`config.mk`:
```
export PLATFORM = sky130hd
export DESIGN_NAME = serial_sub4
export DESIGN_NICKNAME = d
export VERILOG_FILES = /design/src/rtl/serial_sub4.sv
export SDC_FILE = /design/constraint.sdc
export NUM_CORES = 1
export LEC_CHECK = 0
export ABC_CLOCK_PERIOD_IN_PS = 1600
export BUFFER_PORTS_ARGS = -buffer_cell sky130_fd_sc_hd__buf_4
export CORE_UTILIZATION = 52
export DETAILED_ROUTE_END_ITERATION = 8
export PLACE_DENSITY = 0.79
export SYNTH_ARGS = -nofsm -noshare
export SYNTH_HDL_FRONTEND = slang
export SYNTH_SLANG_ARGS = --single-unit
```
`constraint.sdc`:
```
create_clock -name clk -period 1.6 [get_ports clk]
set_input_delay 0.08 -clock clk [delete_from_list [all_inputs] [get_ports clk]]
set_output_delay 0.08 -clock clk [all_outputs]
set_load 0.03 [all_outputs]
```
`src/rtl/serial_sub4.sv`:
```
// serial_sub4: bit-serial N-bit subtractor (d = a - b mod 2^N), LSB first.
// A load edge is followed by N shift edges, then a single DONE cycle.
// Optional feature: define SUB_OVF_EN to add the signed-overflow output ovf.
module serial_sub4 #(
  parameter int N = 4
) (
  input  logic         clk,
  input  logic         reset,
  input  logic         start,
  input  logic [N-1:0] a,
  input  logic [N-1:0] b,
  output logic         busy,
  output logic         done,
  output logic [N-1:0] d,
  output logic         bo
`ifdef SUB_OVF_EN
  ,
  output logic         ovf
`endif
);

  localparam int CW = (N > 1) ? $clog2(N) : 1;
  localparam logic [CW-1:0] CNT_LAST = CW'(N - 1);
  localparam logic [CW-1:0] CNT_ONE  = CW'(1);

  typedef enum logic [1:0] {
    S_IDLE  = 2'd0,
    S_SHIFT = 2'd1,
    S_DONE  = 2'd2
  } state_t;

  state_t        r_state;
  logic [N-1:0]  r_a;
  logic [N-1:0]  r_b;
  logic [N-1:0]  r_res;
  logic [CW-1:0] r_cnt;
  logic          r_br;
  logic          r_busy;
  logic          r_done;
  logic [N-1:0]  r_d;
  logic          r_bo;
`ifdef SUB_OVF_EN
  // Sign bits of the operands as loaded; the operand registers shift them away.
  logic          r_a_msb;
  logic          r_b_msb;
  logic          r_ovf;
`endif

  logic          w_diff;
  logic          w_br_next;
  logic [N-1:0]  w_res_next;
  logic          w_last;

  // One full-subtractor slice on the current LSBs.
  assign w_diff     = r_a[0] ^ r_b[0] ^ r_br;
  assign w_br_next  = (~r_a[0] & r_b[0]) | (~(r_a[0] ^ r_b[0]) & r_br);
  assign w_res_next = {w_diff, r_res[N-1:1]};
  assign w_last     = (r_cnt == CNT_LAST);

  // Control FSM, datapath shifting and registered outputs in one process.
  always_ff @(posedge clk or posedge reset) begin
    if (reset) begin
      r_state <= S_IDLE;
      r_a     <= {N{1'b0}};
      r_b     <= {N{1'b0}};
      r_res   <= {N{1'b0}};
      r_cnt   <= {CW{1'b0}};
      r_br    <= 1'b0;
      r_busy  <= 1'b0;
      r_done  <= 1'b0;
      r_d     <= {N{1'b0}};
      r_bo    <= 1'b0;
`ifdef SUB_OVF_EN
      r_a_msb <= 1'b0;
      r_b_msb <= 1'b0;
      r_ovf   <= 1'b0;
`endif
    end else begin
      case (r_state)
        S_IDLE: begin
          r_done <= 1'b0;
          if (start) begin
            r_a     <= a;
            r_b     <= b;
            r_res   <= {N{1'b0}};
            r_cnt   <= {CW{1'b0}};
            r_br    <= 1'b0;
            r_busy  <= 1'b1;
`ifdef SUB_OVF_EN
            r_a_msb <= a[N-1];
            r_b_msb <= b[N-1];
`endif
            r_state <= S_SHIFT;
          end else begin
            r_busy  <= 1'b0;
            r_state <= S_IDLE;
          end
        end
        S_SHIFT: begin
          r_a   <= {1'b0, r_a[N-1:1]};
          r_b   <= {1'b0, r_b[N-1:1]};
          r_res <= w_res_next;
          r_br  <= w_br_next;
          r_cnt <= r_cnt + CNT_ONE;
          if (w_last) begin
            // Last bit: publish the result; d/bo change only here.
            r_d     <= w_res_next;
            r_bo    <= w_br_next;
`ifdef SUB_OVF_EN
            r_ovf   <= (r_a_msb != r_b_msb) && (w_diff != r_a_msb);
`endif
            r_busy  <= 1'b0;
            r_done  <= 1'b1;
            r_state <= S_DONE;
          end else begin
            r_busy  <= 1'b1;
            r_done  <= 1'b0;
            r_state <= S_SHIFT;
          end
        end
        S_DONE: begin
          // start is ignored here; always return to IDLE.
          r_busy  <= 1'b0;
          r_done  <= 1'b0;
          r_state <= S_IDLE;
        end
        default: begin
          r_busy  <= 1'b0;
          r_done  <= 1'b0;
          r_state <= S_IDLE;
        end
      endcase
    end
  end

  assign busy = r_busy;
  assign done = r_done;
  assign d    = r_d;
  assign bo   = r_bo;
`ifdef SUB_OVF_EN
  assign ovf  = r_ovf;
`endif

endmodule
```
==> qor.tcl <==
set qor(result_of_the_run) {finished, final reports clean}
set qor(number_of_buffers_added_for_setup_after_cts) 0
set qor(root_buffer) {clkbuf_4}
set qor(core_area_um2) 1730
set qor(fp.dieW_um) 44.9
set qor(antenna_found_initial) 0
set qor(io_pins) 18
set qor(register_area_share_after_synthesis) 0.550
set qor(route.vias.total) 687
set qor(numClockSinks) 21
set qor(slew_violations) 0
set qor(setup.worst_path.end_class) {output port}
set qor(report.final.setup_viol) 0
set qor(min_from) {start}
set qor(drv_cap) 0
set qor(timing.final.ws_setup_ps) 258
set qor(initial_core_utilization) 0.554
set qor(min_path_cells) 3
set qor(final_skew_ps) 2.33
set qor(finalHoldWorstSlack_ps) 85.6
set qor(post_synth_instance_area_um2) 956
set qor(setup_total_negative_slack_ps) 0
set qor(total_leakage_power_nw) 0.585
set qor(nNetsFinal) 112
set qor(synth_cells) 75
set qor(holdCritPathClass) {in2reg}
set qor(route.antenna.remaining_nets) 0
set qor(tritoncts.num_buffers) 3
set qor(synth_compound_area_frac) 0.145
set qor(synth_area_per_cell_um2) 12.7
set qor(drt-pass1-iter-count) 3
set qor(capture_endpoint_of_the_worst_hold_path) {r_state[0]}
set qor(gp_congestion) 0.729
set qor(rows) 15
set qor(placed_cell_area_um2) 1130
set qor(post_drt_wl_per_cell_um) 14.3
set qor(wire_length_of_the_first_global_routing_pass_um) 2860
set qor(worstPathArrival_ps) 1260
set qor(routed_wl_um) 1760
set qor(first_global_vias) 649
set qor(timing.rr.end) {r_b[2]}
set qor(finalCritPeriodShare) 0.839
set qor(detail_route.vias_per_cell) 5.59
set qor(grt_util_all_layers) 0.203
set qor(final_util) 0.673
set qor(grt_start_max_net_pins) 22
set qor(htree_levels) 1
set qor(post_route_drc_violation_count) 0
set qor(flow.area_growth_from_synthesis_pct) 21.6
set qor(synth_cell_types) 27
set qor(die-height_um) 44.9
set qor(clock_path_buffers) 2
set qor(final_hold_viol_count) 0
set qor(clkTransAtPathRegs_ps) 110
set qor(critical_path_peak_fanout) 12
set qor(rsz0062_at_grt) {no}
set qor(layout_min_cycle_time_ps) 1340
set qor(crit-reg2reg-launch) {r_state[0]}
set qor(synth_xor_xnor_area_share) 0
set qor(global_route.overflow_total) 0
set qor(cp.required_ps) 1520
set qor(worst-r2r-cell-count) 2
set qor(count_of_filler_cells_inserted_in_the_layout) 144
set qor(tightest_slew_ps) 439
set qor(synth_area_in_simple_gates) 0.140
set qor(synth-adder-area-share) 0.0340
set qor(finalInstanceArea_um2) 1160
set qor(worstSkewPairLatency_ps) 300
set qor(crit_path_start_kind) {flip-flop}
set qor(diodes) 0
set qor(dr.first_iter.drc_count) 10
set qor(pre_cts_ws_ps) 279
set qor(multiplexer_fraction_of_the_synthesized_cell_area) 0.0681
set qor(die-area_um2) 2010
set qor(dp_hpwl_um) 1270
set qor(reg2reg_setup_slack_ps) 280
set qor(slew-limit-headroom) 0.707
set qor(irDropWorstVdd_v) 0.00101
set qor(drive_above_1_share) 0.347
set qor(postSynthNetCount) 88
set qor(cts_tree) {yes}
set qor(io_buffer_count) 17
set qor(synth-seq-cells) 21
set qor(power-per-cell-area_nw_per_um2) 1950
set qor(crit_type) {reg2out}
set qor(synthesis.yosys.warnings) 0
set qor(clock.fmax_mhz) 745
set qor(dominant_combinational_cell_family_by_area_after_synthesis) {compound AO/OA/AOI/OAI gates}
-- how the worst max path moves through the flow --
stage	from	endpoint	slack, ps	cells after the start
3_3_place_gp	r_state[0]	r_b[2]	290	2
4_1_cts	r_state[0]	busy	240	2
5_1_grt	r_state[0]	r_a[0]	160	2
2_1_floorplan	r_state[0]	r_b[2]	210	3
6_report	r_state[0]	busy	260	2
3_5_place_dp	r_state[0]	r_b[2]	280	2
-- flip-flops by register name, summed over array words and instances, names as in the netlist --
register and cells:
r_state 1, done 1, r_br 1, r_cnt 2, r_a 4, d 4
r_b 4, r_res 3, bo 1
-- per-layer routing --
layer	vias to the layer above	part of all wire	GRT usage
li1	321	-	-
met1	344	0.44	0.253
met2	17	0.50	0.335
met3	5	0.036	0.0360
met4	0	0.023	0.109
met5	-	0	0
-- layout by cell type (no fill, tap or decap) --
| cell | n |
|---|---|
| buf_4 | 22 |
| dfrtp_1 | 21 |
| inv_1 | 9 |
| nor4b_1 | 5 |
| a221oi_1 | 5 |
| a22o_1 | 4 |
| mux2_2 | 4 |
| nor2_1 | 3 |
| clkbuf_4 | 3 |
| or2b_1 | 2 |
| mux2i_1 | 2 |
| o21bai_2 | 1 |
| and4bb_2 | 1 |
| a21o_1 | 1 |
| o21ba_2 | 1 |
| nor2b_1 | 1 |
| or4b_1 | 1 |
| o221a_2 | 1 |
| nand3b_2 | 1 |
| nand2b_1 | 1 |
| a21oi_1 | 1 |
| o22ai_1 | 1 |
| nor4bb_1 | 1 |
| nor3b_1 | 1 |
| a211o_1 | 1 |
| fa_1 | 1 |
| ha_1 | 1 |
| clkbuf_1 | 1 |
| dlygate4sd3_1 | 1 |
-- cell usage after synthesis --
cell type / instances / area, µm²
a211o_1: 1 / 8.76
a21o_1: 1 / 7.51
a21oi_1: 1 / 5.00
a221oi_1: 5 / 43.8
a22o_1: 4 / 35.0
and4bb_2: 1 / 12.5
buf_2: 3 / 15.0
buf_6: 1 / 11.3
dfrtp_1: 21 / 526
fa_1: 1 / 20.0
ha_1: 1 / 12.5
inv_1: 9 / 33.8
mux2_2: 4 / 45.0
mux2i_1: 2 / 20.0
nand2b_1: 1 / 6.26
nand3b_2: 1 / 11.3
nor2_1: 3 / 11.3
nor2b_1: 1 / 6.26
nor3b_1: 1 / 7.51
nor4b_1: 5 / 43.8
nor4bb_1: 1 / 10.0
o21ba_2: 1 / 10.0
o21bai_2: 1 / 11.3
o221a_2: 1 / 11.3
o22ai_1: 1 / 6.26
or2b_1: 2 / 15.0
or4b_1: 1 / 10.0
-- cell type report --
| type | count | area, µm² | share of cell area |
|---|---|---|---|
| Clock buffer | 4 | 26.3 | 0.0226 |
| Inverter | 9 | 33.8 | 0.0291 |
| Multi-Input combinational cell | 41 | 370 | 0.319 |
| Sequential cell | 21 | 526 | 0.452 |
| Tap cell | 25 | 31.3 | 0.0269 |
| Timing Repair Buffer | 23 | 175 | 0.151 |
-- worst max-delay path, cell delays in order, from the launching register on --
cell     delay [ps]
dfrtp_1         600
buf_4           210
buf_4           150
-- timing repair --
item | 4_1_cts | 5_1_grt
setup endpoints to repair | 0 | 0
gates resized for setup | 0 | 0
hold endpoints to repair | 21 | 0
hold buffers | 1 | 0
-- power breakdown --
part           switching, mW  internal (mW)  leakage (nW)  total [mW]
Combinational          0.538          0.532         0.310        1.07
Clock                  0.155         0.0972        0.0150       0.252
Sequential             0.178          0.772         0.261       0.949
Total                  0.871           1.40         0.585        2.27
-- logic make-up after synthesis --
group	Yosys count
multiplexers	6
AO/OA/AOI/OAI	16
buffers and inverters	13
adder cells (fa/ha/maj)	2
AND/OR/NAND/NOR	17
flip-flops	21
-- per-stage QoR --
step           cells  power, mW
6_report         123       2.27
5_1_grt          123       2.43
4_1_cts          123       2.29
3_5_place_dp     118       2.04
3_3_place_gp     118       1.99
2_1_floorplan     75       1.70
(Power assumes the default switching activity.)
